### src/rtl/wb_port_arbiter_pkg.sv
// Shared types for the writeback port arbiter: core configuration, transaction id width
// and the exception record carried alongside each functional-unit result.
package wb_port_arbiter_pkg;

  typedef struct packed {
    logic [31:0] XLEN;
  } cva6_cfg_t;

  localparam cva6_cfg_t cva6_cfg_empty = '{XLEN: 32'd64};

  localparam int unsigned TRANS_ID_BITS = 3;

  typedef struct packed {
    logic [31:0] cause;
    logic [31:0] tval;
    logic        valid;
  } exception_t;

  function automatic int unsigned idx_bits(input int unsigned n);
    return (n > 1) ? $clog2(n) : 1;
  endfunction

endpackage

### src/rtl/wb_arb_slot.sv
// One-entry holding slot for a functional-unit result waiting for the shared writeback port.
module wb_arb_slot
  import wb_port_arbiter_pkg::*;
#(
  parameter int unsigned XLEN  = 64,
  parameter int unsigned TID_W = TRANS_ID_BITS
) (
  input  logic             clk_i,
  input  logic             rst_ni,
  input  logic             load_i,
  input  logic             clear_i,
  input  logic             flush_i,
  input  logic [TID_W-1:0] trans_id_i,
  input  logic [XLEN-1:0]  data_i,
  input  exception_t       ex_i,
  output logic             occupied_o,
  output logic [TID_W-1:0] trans_id_o,
  output logic [XLEN-1:0]  data_o,
  output exception_t       ex_o
);

  logic             occupied_q, occupied_d;
  logic [TID_W-1:0] trans_id_q, trans_id_d;
  logic [XLEN-1:0]  data_q, data_d;
  exception_t       ex_q, ex_d;

  // Load wins over clear so a granted slot can be refilled in the same cycle.
  always_comb begin
    occupied_d = occupied_q;
    trans_id_d = trans_id_q;
    data_d     = data_q;
    ex_d       = ex_q;
    if (flush_i) begin
      occupied_d = 1'b0;
    end else if (load_i) begin
      occupied_d = 1'b1;
      trans_id_d = trans_id_i;
      data_d     = data_i;
      ex_d       = ex_i;
    end else if (clear_i) begin
      occupied_d = 1'b0;
    end
  end

  always_ff @(posedge clk_i or negedge rst_ni) begin
    if (!rst_ni) begin
      occupied_q <= 1'b0;
      trans_id_q <= '0;
      data_q     <= '0;
      ex_q       <= '0;
    end else begin
      occupied_q <= occupied_d;
      trans_id_q <= trans_id_d;
      data_q     <= data_d;
      ex_q       <= ex_d;
    end
  end

  assign occupied_o = occupied_q;
  assign trans_id_o = trans_id_q;
  assign data_o     = data_q;
  assign ex_o       = ex_q;

endmodule

### src/rtl/wb_port_arbiter.sv
// Round-robin arbiter funnelling NR_REQ functional-unit results into one scoreboard
// writeback port, buffering one result per unit.
module wb_port_arbiter
  import wb_port_arbiter_pkg::*;
#(
  parameter cva6_cfg_t   CVA6Cfg = cva6_cfg_empty,
  parameter int unsigned NR_REQ  = 3,
  localparam int unsigned XLEN   = CVA6Cfg.XLEN,
  localparam int unsigned SRC_W  = idx_bits(NR_REQ)
) (
  input  logic                     clk_i,
  input  logic                     rst_ni,
  input  logic                     flush_i,
  input  logic [NR_REQ-1:0]        req_valid_i,
  output logic [NR_REQ-1:0]        req_ready_o,
  input  logic [TRANS_ID_BITS-1:0] req_trans_id_i [NR_REQ],
  input  logic [XLEN-1:0]          req_data_i     [NR_REQ],
  input  exception_t               req_ex_i       [NR_REQ],
  output logic                     wb_valid_o,
  output logic [TRANS_ID_BITS-1:0] wb_trans_id_o,
  output logic [XLEN-1:0]          wb_data_o,
  output exception_t               wb_ex_o,
  output logic [SRC_W-1:0]         wb_src_o
);

  logic [NR_REQ-1:0]        occupied;
  logic [NR_REQ-1:0]        grant;
  logic [NR_REQ-1:0]        load;
  logic [NR_REQ-1:0]        clear_slot;
  logic [TRANS_ID_BITS-1:0] slot_tid  [NR_REQ];
  logic [XLEN-1:0]          slot_data [NR_REQ];
  exception_t               slot_ex   [NR_REQ];

  logic [SRC_W-1:0] rr_ptr_q, rr_ptr_d;
  logic [SRC_W-1:0] grant_idx;
  logic             any_occ;
  logic             found;
  int unsigned      idx;

  // First occupied slot at or after rr_ptr, wrapping at NR_REQ.
  always_comb begin
    grant_idx = '0;
    grant     = '0;
    found     = 1'b0;
    idx       = 0;
    for (int unsigned o = 0; o < NR_REQ; o++) begin
      idx = 32'(rr_ptr_q) + o;
      if (idx >= NR_REQ) idx = idx - NR_REQ;
      if (!found && occupied[idx]) begin
        found     = 1'b1;
        grant_idx = SRC_W'(idx);
      end
    end
    if (found) grant[grant_idx] = 1'b1;
  end

  assign any_occ     = |occupied;
  assign req_ready_o = ~occupied | grant;
  assign load        = req_valid_i & req_ready_o & {NR_REQ{~flush_i}};
  assign clear_slot  = grant & {NR_REQ{~flush_i}};

  always_comb begin
    rr_ptr_d = rr_ptr_q;
    if (any_occ && !flush_i) begin
      rr_ptr_d = (32'(grant_idx) == NR_REQ - 1) ? '0 : grant_idx + 1'b1;
    end
  end

  always_ff @(posedge clk_i or negedge rst_ni) begin
    if (!rst_ni) rr_ptr_q <= '0;
    else         rr_ptr_q <= rr_ptr_d;
  end

  for (genvar i = 0; i < NR_REQ; i++) begin : g_slot
    wb_arb_slot #(
      .XLEN (XLEN),
      .TID_W(TRANS_ID_BITS)
    ) u_slot (
      .clk_i     (clk_i),
      .rst_ni    (rst_ni),
      .load_i    (load[i]),
      .clear_i   (clear_slot[i]),
      .flush_i   (flush_i),
      .trans_id_i(req_trans_id_i[i]),
      .data_i    (req_data_i[i]),
      .ex_i      (req_ex_i[i]),
      .occupied_o(occupied[i]),
      .trans_id_o(slot_tid[i]),
      .data_o    (slot_data[i]),
      .ex_o      (slot_ex[i])
    );
  end

  // Payload outputs are zeroed when idle so the scoreboard never sees stale ids.
  assign wb_valid_o    = any_occ & ~flush_i;
  assign wb_trans_id_o = any_occ ? slot_tid[grant_idx]  : '0;
  assign wb_data_o     = any_occ ? slot_data[grant_idx] : '0;
  assign wb_ex_o       = any_occ ? slot_ex[grant_idx]   : '0;
  assign wb_src_o      = any_occ ? grant_idx            : '0;

endmodule

### config.mk
export PLATFORM = sky130hd
export DESIGN_NAME = wb_port_arbiter
export DESIGN_NICKNAME = d
export VERILOG_FILES = /design/src/rtl/wb_port_arbiter_pkg.sv /design/src/rtl/wb_arb_slot.sv /design/src/rtl/wb_port_arbiter.sv
export SDC_FILE = /design/constraint.sdc
export NUM_CORES = 1
export LEC_CHECK = 0
export BUFFER_PORTS_ARGS = -buffer_cell sky130_fd_sc_hd__clkbuf_2
export CORE_AREA = 2 2 211 213
export CTS_CLUSTER_SIZE = 28
export DETAILED_ROUTE_END_ITERATION = 6
export DIE_AREA = 0 0 213 215
export PLACE_DENSITY = 0.66
export SYNTH_ARGS = -nofsm -noshare
export SYNTH_HDL_FRONTEND = slang
export SYNTH_SLANG_ARGS = --single-unit
### constraint.sdc
create_clock -name clk_i -period 3 [get_ports clk_i]
set_input_delay 0.15 -clock clk_i [delete_from_list [all_inputs] [get_ports clk_i]]
set_output_delay 0.15 -clock clk_i [all_outputs]
set_load 0.1 [all_outputs]
# == Word level (Yosys, flattened, before mapping) ==
# Cells that the tools add are included.
# word_totals
reg_bits,401
latch_bits,0
ram_bits,0
rom_bits,0
in_bits,402
elab_cells,98
memories,0
# op_classes
add_sub_neg,6
multipliers,0
div_mod_pow,0
order_cmp,9
n_eq_ne,1
shift,0
mux,41
n_bitwise,8
n_reduce_logical,14
# ops
op,n
65-bit 2-to-1 mux,3
64-bit 2-to-1 mux,3
65-bit binary-select mux with 2-bit select,1
64-bit binary-select mux with 2-bit select,1
"32-bit by 3-bit < comparator with 1-bit output, second input constant",3
32-bit 2-to-1 mux,3
1-bit 2-to-1 mux,16
3-bit 2-to-1 mux,4
2-bit 2-to-1 mux,5
3-bit AND,3
3-bit nonzero test,3
"3-bit by 2-bit subtractor with 4-bit output, second input constant",2
1-bit binary-select mux with 2-bit select,3
3-bit binary-select mux with 2-bit select,1
"3-bit by 2-bit >= comparator with 1-bit output, second input constant",2
2-bit AND reduction,3
1-bit logical AND,4
"2-bit by 1-bit adder with 3-bit output, second input constant",1
"2-bit by 2-bit adder with 3-bit output, second input constant",1
"3-bit >= comparator, second input constant",1
1-bit zero test,3
"2-bit by 3-bit < comparator with 1-bit output, second input constant",1
2-bit NOT with 3-bit output,1
3-bit NOT,1
10 further kinds,10

# == Depth between registers and ports, before layout ==
# Gate-level depths: netlist (run 1).
# depth
ltp_word,21
depth_mapped,10
mapped_depth_nobuf,8

# == Hierarchy ==
# From an unflattened synthesis (run 1), not the netlist that was laid out.
# unflattened
hier_cells,1365
hier_area_um2,18963.2
# by_module_without_submodules
mod,instances,cells_per_inst,area_each_um2,seq_area_each_um2
wb_arb_slot,3,284,5360.1,3328.2
wb_port_arbiter,1,513,2882.8,50.0

# == Least setup slack after synthesis (run 1) ==
# No wires, ideal clock.
# synth_path
kind,register to output
from,register rr_ptr_q[0]
to,output port wb_data_o[60]
arrival_ns,3.784
setup_slack_ns,-0.934
stages_incl_launch_ff,9
path_buffers,1
cell_sequence,dfrtp_1 inv_1 ha_1 mux2i_1 nor2_1 or4_4 nand3_1 clkbuf_1 a221o_1
# synth_between
elab_chain_cells,16
# synth_lines
item,line_no,text
start: declaration,wb_port_arbiter.sv:34,"logic [SRC_W-1:0] rr_ptr_q, rr_ptr_d;"
start signal: assignment,wb_port_arbiter.sv:71,else rr_ptr_q <= rr_ptr_d;
"parallel branches: the longest is 10 deep, another holds 3-bit by 2-bit subtractor with 4-bit output",-,
2-bit 2-to-1 mux *,wb_port_arbiter.sv:49,if (!found && occupied[idx]) begin
2-bit NOT with 3-bit output (not written as such) *,wb_port_arbiter.sv:97,assign wb_data_o = any_occ ? slot_data[grant_idx] : '0;
64-bit binary-select mux with 2-bit select *,wb_port_arbiter.sv:97,
64-bit 2-to-1 mux (not written as such) * (2 in series),wb_port_arbiter.sv:97,
64-bit 2-to-1 mux *,wb_port_arbiter.sv:97,
end: declaration,wb_port_arbiter.sv:21,"output logic [XLEN-1:0] wb_data_o,"
# Mark *: on every way between the ends. The select of a mux whose other input is x is not followed.

# == Final worst setup path (run 1) ==
# layout_path
from,register rr_ptr_q[0]
to,output port wb_data_o[62]
# Same word-level chain as after synthesis.

==> results of run 1 <==
-- layout make-up --
class	instances	area [sq um]	share of cell area, %
flip-flops and latches	401	10000	32.9
well taps	592	741	2.43
repair buffers	1049	10500	34.3
clock inverters	10	104	0.340
multi-input cells	713	7790	25.5
diodes	18	45.0	0.148
inverters	5	23.8	0.0779
clock buffers	70	1320	4.33
-- metrics by stage --
stage,utilization (%),setup WS [ps]
finish,69.9,-458
global placement,54.6,48.2
detailed placement,54.6,-24.4
floorplan,-,-392
global route,69.9,-511
CTS,68.0,-305
-- path summary, 6_finish.rpt --
path                                                      start                                       to  slack [ps]  cells after the start
setup / recovery                        rr_ptr_q[0]$_DFFE_PN0P_                            wb_data_o[62]        -460                     11
hold reg to reg            g_slot[2].u_slot.ex_o[5]$_DFFE_PN0P_     g_slot[2].u_slot.ex_o[5]$_DFFE_PN0P_         500                      1
max in group asynchronous                                rst_ni  g_slot[1].u_slot.data_o[32]$_DFFE_PN0P_        1750                      4
min in group asynchronous                                rst_ni    g_slot[0].u_slot.ex_o[52]$_DFFE_PN0P_         170                      2
hold / removal                                          flush_i                  rr_ptr_q[1]$_DFFE_PN0P_         160                      3
setup reg to reg                        rr_ptr_q[0]$_DFFE_PN0P_  g_slot[1].u_slot.data_o[31]$_DFFE_PN0P_        -290                     12
-- worst max-delay path: cells and delay by family, from the launching register on --
family,cells,cell delay (ps)
AND/OR/NAND/NOR,3,440
buffers and inverters,5,830
AO/OA/AOI/OAI,2,690
adder cells (fa/ha/maj),1,350
flip-flops,1,410
-- cells by family (layout without fill, tap and decap cells) --
group                    after synthesis  after routing  synth area share [%]
AO/OA/AOI/OAI                        151            151                  8.12
adder cells (fa/ha/maj)                4              4                 0.282
buffers and inverters                 93           1134                  2.57
flip-flops                           401            401                  56.5
multiplexers                         399            399                  27.0
other                                  0             18                     0
AND/OR/NAND/NOR                      159            159                  5.52
-- what timing repair did --
action | 4_1_cts | 5_1_grt
pin swaps | 27 | 18
setup buffers | 19 | 17
hold endpoints to repair | 471 | 0
hold buffers | 403 | 0
cloned | 4 | 20
setup endpoints to repair | 171 | 267
gates resized for setup | 30 | 57
-- cell usage in the layout (no fill, tap or decap), drive strengths merged, types with 2 or more instances in the layout --
cell type,n
nand2b,3
a21o,2
inv,5
nor2b,4
clkinv,8
clkbuf,486
a221o,132
nand3,3
diode,18
dlygate4sd3,403
a21oi,5
a211oi,2
mux2,396
bufinv,2
nor2,5
ha,4
nor4,3
mux2i,3
nand2,5
and2,132
o21ai,5
buf,229
dfrtp,401
-- per-layer routing --
metal  track usage [%]  vias to the layer above  share of wire (%)
li1                  -                     6515                  -
met1              31.5                     7733                 36
met5                 0                        -                  0
met3              6.72                      246                6.9
met2              48.6                      756                 52
met4              15.9                        0                5.6
-- sequential cells by signal, summed over array words and instances, names as in the netlist --
register,cells
rr_ptr_q,2
g_slot.u_slot.ex_o,195
g_slot.u_slot.data_o,192
g_slot.u_slot.occupied_o,3
g_slot.u_slot.trans_id_o,9
==> impl_metrics.env, run 1 <==
export IMPL_status="complete, but fails checks"
export IMPL_violations="setup timing"
export IMPL_grt_usage_pct=28.1
export IMPL_setup_ws_ps=-458
export IMPL_clkTransAtPathRegs_ps=60
export IMPL_synthCells=1207
export IMPL_nFillCells=2691
export IMPL_antenna_found_initial=18
export IMPL_placed_area_sq_um=23800
export IMPL_synth_edf_count=0
export IMPL_via_count=15250
export IMPL_maxSlewHeadroom_pct=53.2
export IMPL_dieArea_sq_um=45800
export IMPL_ctsLongestPathBuffers=3
export IMPL_drt_pass1_iter_count=5
export IMPL_syn_area_sq_um=17800
export IMPL_startpoint_type="flip-flop"
export IMPL_yosysMostFrequentCell="dfrtp_1"
export IMPL_fin_crit_ps=3460
export IMPL_hold_viol_final=0
export IMPL_finalSetupViolCount=266
export IMPL_synth_seq_cells=401
export IMPL_core_area_sq_um=43600
export IMPL_cts_sinks=401
export IMPL_first_global_vias=16859
export IMPL_slowest_stage="a221o_2"
export IMPL_postSynthAreaPerCell_sq_um=14.7
export IMPL_io_pins=540
export IMPL_clock_root_buffer="clkbuf_16"
export IMPL_rows=77
export IMPL_worst_hold_slack_ps=156
export IMPL_fin_cells=2858
export IMPL_yosys_top_cells_area="dfrtp_1 (57%), mux2_2 (19%), a221o_1 (7.4%), mux2_4 (6.8%), and2_1 (4.7%)"
export IMPL_port_buffers=539
export IMPL_post_route_period_util_pct=115
export IMPL_grt_max_degree=83
export IMPL_cp_end_kind="primary output"
export IMPL_tightest_slew_ps=703
export IMPL_dp_cells=2297
export IMPL_htree_levels=2
export IMPL_crit_type="flip-flop to primary output"
export IMPL_ys_async_sr_fraction_pct=100
export IMPL_worstHoldPathType="input port to flip-flop"
export IMPL_synth_top_area_share_pct=56.5
export IMPL_drt_iter0_markers=909
export IMPL_drv_slew=0
export IMPL_drv_cap=0
export IMPL_rsz0062_at_grt="true"
export IMPL_path_cells="inv_2 -> ha_4 -> nor2b_4 -> o21a_1 -> nor4_2 -> buf_4 -> nor4_4 -> buf_12 -> buf_4 -> a221o_2 -> buf_12"
export IMPL_cpPeakStageDelay_ps=440
export IMPL_clock_latency_ps=570
export IMPL_cts_buffers_inserted=45
export IMPL_skew_ps=19.0
export IMPL_synth_commonest_cells="dfrtp_1 (401), mux2_2 (299), a221o_1 (132), and2_1 (132), mux2_4 (80)"
export IMPL_die_h_microns=215
export IMPL_finalSetupTns_ps=-79380
export IMPL_max_freq_ghz=0.289
export IMPL_synth_yosys_seq_area_share_pct=56.5
export IMPL_gr_total_overflow=0
export IMPL_final_area_sq_um=30500
export IMPL_crit_arrival_ps=3310
export IMPL_wl_mm=69.0
export IMPL_start_util_pct=40.7
export IMPL_synth_flop_cell="dfrtp_1"
export IMPL_cp_max_fo=10
export IMPL_area_growth_pct=72.0
export IMPL_yosysTopAreaCell="dfrtp_1"
export IMPL_yosysUniqueCellTypes=35
export IMPL_vias_per_cell=5.34
export IMPL_critical_path_required_ps=2850
export IMPL_die_w_microns=213
export IMPL_gp_congestion=0.835
export IMPL_grt_pass1_wl_mm=97.7
export IMPL_wl_per_cell_microns=24.1
export IMPL_post_dp_hpwl_mm=37.9
export IMPL_drtAntennaViolNets=0
export IMPL_tritoncts="built"
export IMPL_yosysWarnings=0
export IMPL_synth_fp_nets=1613
export IMPL_nNetsFinal=2621
export IMPL_drive_gt1_share_pct=55.6
export IMPL_drc=0
Power of run 1 is left out: the tool's default activity adds up to more than one toggle a clock period on the data nets, which glitch-free logic cannot reach.
==> inputs of run 2 (changes only) <==
--- a/config.mk
+++ b/config.mk
@@ -6,10 +6,10 @@
 export NUM_CORES = 1
 export LEC_CHECK = 0
 export BUFFER_PORTS_ARGS = -buffer_cell sky130_fd_sc_hd__clkbuf_2
-export CORE_AREA = 2 2 211 213
+export CORE_AREA = 2 2 210 212
 export CTS_CLUSTER_SIZE = 28
 export DETAILED_ROUTE_END_ITERATION = 6
-export DIE_AREA = 0 0 213 215
+export DIE_AREA = 0 0 212 214
 export PLACE_DENSITY = 0.66
 export SYNTH_ARGS = -nofsm -noshare
 export SYNTH_HDL_FRONTEND = slang
==> constraint.sdc (replaced) <==
create_clock -name clk_i -period 4.2 [get_ports clk_i]
set_input_delay 0.21 -clock clk_i [delete_from_list [all_inputs] [get_ports clk_i]]
set_output_delay 0.21 -clock clk_i [all_outputs]
set_load 0.1 [all_outputs]
==> impl_metrics.env, run 2 (synthesis results as in run 1) <==
export IMPL_status="finished clean"
export IMPL_clock_latency_ps=570
export IMPL_via_count=14370
export IMPL_rows=76
export IMPL_die_h_microns=214
export IMPL_final_common_cell="clkbuf_2"
export IMPL_clock_root_buffer="clkbuf_16"
export IMPL_area_growth_pct=56.3
export IMPL_maxSlewHeadroom_pct=36.0
export IMPL_drv_cap=0
export IMPL_drive_gt1_share_pct=47.2
export IMPL_clkTransAtPathRegs_ps=60
export IMPL_grt_usage_pct=26.5
export IMPL_dieArea_sq_um=45400
export IMPL_post_route_period_util_pct=94.5
export IMPL_nFillCells=2972
export IMPL_largest_reg_flops=195
export IMPL_post_cts_setup_buffer_count=0
export IMPL_mostFrequentLayoutCells="clkbuf_2 (441), dlygate4sd3_1 (403), dfrtp_1 (401)"
export IMPL_drt_pass1_iter_count=5
export IMPL_start_util_pct=41.4
export IMPL_cts_sinks=401
export IMPL_multi_input_area_sq_um=7310
export IMPL_gr_total_overflow=0
export IMPL_setup_ws_ps=231
export IMPL_path_cells="inv_1 -> ha_1 -> mux2i_1 -> nor2_1 -> a21o_1 -> clkinv_2 -> nor4_4 -> buf_12 -> a221o_1 -> clkbuf_2"
export IMPL_cts_buffers_inserted=44
export IMPL_wl_mm=60.3
export IMPL_finalSetupTns_ps=0
export IMPL_io_pins=540
export IMPL_nNetsFinal=2536
export IMPL_crit_type="flip-flop to primary output"
export IMPL_critical_path_required_ps=3990
export IMPL_first_global_vias=16529
export IMPL_pre_cts_ws_ps=719
export IMPL_slowest_stage="nor4_4"
export IMPL_port_buffers=539
export IMPL_drv_slew=0
export IMPL_die_w_microns=212
export IMPL_grt_pass1_wl_mm=93.2
export IMPL_hold_viol_final=0
export IMPL_ctsLongestPathBuffers=3
export IMPL_cp_end_kind="primary output"
export IMPL_gp_congestion=0.823
export IMPL_drt_iter0_markers=970
export IMPL_htree_levels=2
export IMPL_grt_max_degree=134
export IMPL_tightest_slew_ps=957
export IMPL_wl_per_cell_microns=21.9
export IMPL_worstHoldPathType="input port to async pin"
export IMPL_post_dp_hpwl_mm=35.4
export IMPL_tritoncts="built"
export IMPL_cpPeakStageDelay_ps=510
export IMPL_seqCellArea_sq_um=10000
export IMPL_antenna_found_initial=10
export IMPL_finalSetupViolCount=0
export IMPL_vias_per_cell=5.21
export IMPL_drtAntennaViolNets=0
export IMPL_fin_crit_ps=3970
export IMPL_startpoint_type="flip-flop"
export IMPL_cp_max_fo=49
export IMPL_crit_arrival_ps=3760
export IMPL_rsz0062_at_grt="false"
export IMPL_drc=0
export IMPL_skew_ps=21.9
export IMPL_core_area_sq_um=42900
export IMPL_max_freq_ghz=0.252
## run 2: worst max-delay path, delay by kind of cell (launching register included)
kind	cells	cell delay, ps
compound gates	2	510
fa+ha+maj	1	250
buf+inv	4	1040
flops	1	400
mux	1	120
simple gates	2	810
## run 2: final timing paths
kind | from | end | slack (ps) | cells after the start
max | rr_ptr_q[1]$_DFFE_PN0P_ | wb_data_o[2] | 230 | 10
min | rst_ni | g_slot[1].u_slot.data_o[32]$_DFFE_PN0P_ | 310 | 2
max reg2reg | rr_ptr_q[0]$_DFFE_PN0P_ | g_slot[1].u_slot.ex_o[10]$_DFFE_PN0P_ | 650 | 8
min reg2reg | g_slot[2].u_slot.data_o[33]$_DFFE_PN0P_ | g_slot[2].u_slot.data_o[33]$_DFFE_PN0P_ | 490 | 1
max in group asynchronous | rst_ni | g_slot[2].u_slot.ex_o[56]$_DFFE_PN0P_ | 2630 | 3
min in group clk_i | req_ex_i[76] | g_slot[1].u_slot.ex_o[11]$_DFFE_PN0P_ | 410 | 3
## run 2: what timing repair did
| action | in CTS | in global routing |
|---|---|---|
| endpoints found under the hold margin | 503 | 0 |
| resized for setup | 0 | 3 |
| setup endpoints to repair | 0 | 3 |
| hold buffers | 403 | 0 |
## run 2: area by class of cell
class                   count  area share (%)
diodes                     10          0.0902
clock buffers              64            4.75
clock inverters            17           0.455
inverters                   5          0.0722
multi-input cells         713            26.3
flip-flops and latches    401            36.2
well taps                 585            2.64
repair buffers            965            29.5
## run 2: metal layers
layer,up-vias,track usage (%),share of wire (%)
met4,0,14.8,5.5
met2,620,46.2,50
met5,-,0,0
li1,6328,-,-
met3,195,6.55,6.8
met1,7227,29.5,37
## run 2: per-stage QoR
stage          utilization (%)  hold slack, ps  instance area, sq um  instances
4_1_cts                   64.6             349                 27700       2750
3_5_place_dp              51.9             365                 22200       2266
3_3_place_gp              51.9             355                 22200       2266
5_1_grt                   64.7             377                 27700       2760
6_report                  64.7             307                 27700       2760
2_1_floorplan                -           -85.6                 17800       1207
Power of run 2 is left out for the same reason.
==> inputs of run 3 (changes only) <==
--- a/config.mk
+++ b/config.mk
@@ -6,11 +6,12 @@
 export NUM_CORES = 1
 export LEC_CHECK = 0
 export BUFFER_PORTS_ARGS = -buffer_cell sky130_fd_sc_hd__clkbuf_2
-export CORE_AREA = 2 2 210 212
+export CORE_AREA = 2 2 212 214
+export CTS_BUF_LIST = sky130_fd_sc_hd__clkbuf_8
 export CTS_CLUSTER_SIZE = 28
 export DETAILED_ROUTE_END_ITERATION = 6
-export DIE_AREA = 0 0 212 214
-export PLACE_DENSITY = 0.66
+export DIE_AREA = 0 0 214 216
+export PLACE_DENSITY = 0.65
 export SYNTH_ARGS = -nofsm -noshare
 export SYNTH_HDL_FRONTEND = slang
 export SYNTH_SLANG_ARGS = --single-unit
==> impl_metrics.env, run 3 (synthesis results as in run 1) <==
export IMPL_status="finished clean"
export IMPL_gp_congestion=0.835
export IMPL_die_w_microns=214
export IMPL_hold_viol_final=0
export IMPL_gr_total_overflow=0
export IMPL_dieArea_sq_um=46200
export IMPL_core_area_sq_um=43800
export IMPL_rows=77
export IMPL_critical_path_required_ps=3990
export IMPL_drc=0
export IMPL_wl_per_cell_microns=21.5
export IMPL_cts_buffers_inserted=71
export IMPL_path_cells="inv_1 -> ha_1 -> nor2b_1 -> o21ai_1 -> a21o_1 -> clkinv_2 -> nor4_4 -> buf_12 -> a221o_1 -> clkbuf_2"
export IMPL_drv_slew=0
export IMPL_wl_mm=59.9
export IMPL_clock_latency_ps=630
export IMPL_finalSetupViolCount=0
export IMPL_htree_levels=3
export IMPL_mostFrequentLayoutCells="clkbuf_2 (414), dlygate4sd3_1 (403), dfrtp_1 (401)"
export IMPL_clock_root_buffer="clkbuf_8"
export IMPL_ctsLongestPathBuffers=3
export IMPL_die_h_microns=216
export IMPL_skew_ps=20.0
export IMPL_post_route_period_util_pct=92.2
export IMPL_cp_max_fo=70
export IMPL_cpPeakStageDelay_ps=460
export IMPL_clkTransAtPathRegs_ps=60
export IMPL_cts_sinks=401
export IMPL_vias_per_cell=5.16
export IMPL_first_global_vias=16681
export IMPL_port_buffers=539
export IMPL_maxSlewHeadroom_pct=35.4
export IMPL_drt_iter0_markers=832
export IMPL_slowest_stage="clkbuf_2"
export IMPL_cp_end_kind="primary output"
export IMPL_r2r_start="rr_ptr_q[0]$_DFFE_PN0P_"
export IMPL_max_freq_ghz=0.258
export IMPL_startpoint_type="flip-flop"
export IMPL_antenna_found_initial=5
export IMPL_final_common_cell="clkbuf_2"
export IMPL_worstHoldPathType="input port to async pin"
export IMPL_area_growth_pct=59.3
export IMPL_grt_pass1_wl_mm=93.9
export IMPL_drive_gt1_share_pct=47.3
export IMPL_grt_usage_pct=26.0
export IMPL_reg2reg_slack_ps=930
export IMPL_timing_rr_end="g_slot[1].u_slot.ex_o[63]$_DFFE_PN0P_"
export IMPL_drtAntennaViolNets=0
export IMPL_tritoncts="built"
export IMPL_via_count=14388
export IMPL_start_util_pct=40.5
export IMPL_grt_max_degree=119
export IMPL_drv_cap=0
export IMPL_crit_arrival_ps=3660
export IMPL_nNetsFinal=2557
export IMPL_r2r_cells=8
export IMPL_largest_reg_flops=195
export IMPL_drt_pass1_iter_count=5
export IMPL_io_pins=540
export IMPL_fin_crit_ps=3870
export IMPL_post_dp_hpwl_mm=34.9
export IMPL_crit_type="flip-flop to primary output"
export IMPL_finalSetupTns_ps=0
export IMPL_ctsResizeCount=0
export IMPL_rsz0062_at_grt="false"
export IMPL_tightest_slew_ps=969
[run 3: metrics by stage]
stage                     cell area, sq um  instances  utilization (%)  hold WS [ps]  worst slack (ps)
after floorplan                      17800       1207                -         -85.6               206
after global placement               22900       2267             52.2           387              1130
after detailed placement             22900       2267             52.2           389               972
after CTS                            28300       2785             64.5           273               248
after global routing                 28300       2790             64.5           296              41.4
final                                28300       2791             64.5           274               326
[run 3: layer usage]
metal	wire, microns	global-route usage, %	share of wire [%]
met1	22500	28.7	38
met2	30900	46.0	52
met3	3910	7.60	6.5
met4	2580	12.5	4.3
met5	9	0	0.015
[run 3: worst max-delay path, delay by kind of cell, from the launching register on]
family,cells,cell delay (ps)
AO/OA/AOI/OAI,3,680
AND/OR/NAND/NOR,2,490
adder cells (fa/ha/maj),1,420
buffers and inverters,4,1060
flip-flops,1,380
[run 3: repair_timing]
action	in CTS	in global routing
setup endpoints to repair	0	0
hold buffers	403	0
hold endpoints to repair	512	0
setup buffers	0	0
[run 3: how the worst max path moves through the flow]
stage                                        from             to  slack (ps)  depth (start not counted)
after floorplan           rr_ptr_q[0]$_DFFE_PN0P_  wb_data_o[60]         210                          8
after global placement    rr_ptr_q[0]$_DFFE_PN0P_  wb_data_o[28]        1130                         10
after detailed placement  rr_ptr_q[0]$_DFFE_PN0P_  wb_data_o[27]         970                         10
after CTS                 rr_ptr_q[0]$_DFFE_PN0P_  wb_data_o[27]         250                         10
after global routing      rr_ptr_q[0]$_DFFE_PN0P_  wb_data_o[28]          40                         10
final                     rr_ptr_q[0]$_DFFE_PN0P_  wb_data_o[27]         330                         10
[run 3: cell type report]
class / count / area [sq um]
repair buffers: 959 / 8820
inverters: 5 / 20.0
fillers: 2987 / 15600
multi-input cells: 713 / 7310
well taps: 592 / 741
diodes: 6 / 15.0
clock buffers: 86 / 1180
clock inverters: 29 / 155
flip-flops and latches: 401 / 10000
Power of run 3 is left out for the same reason.
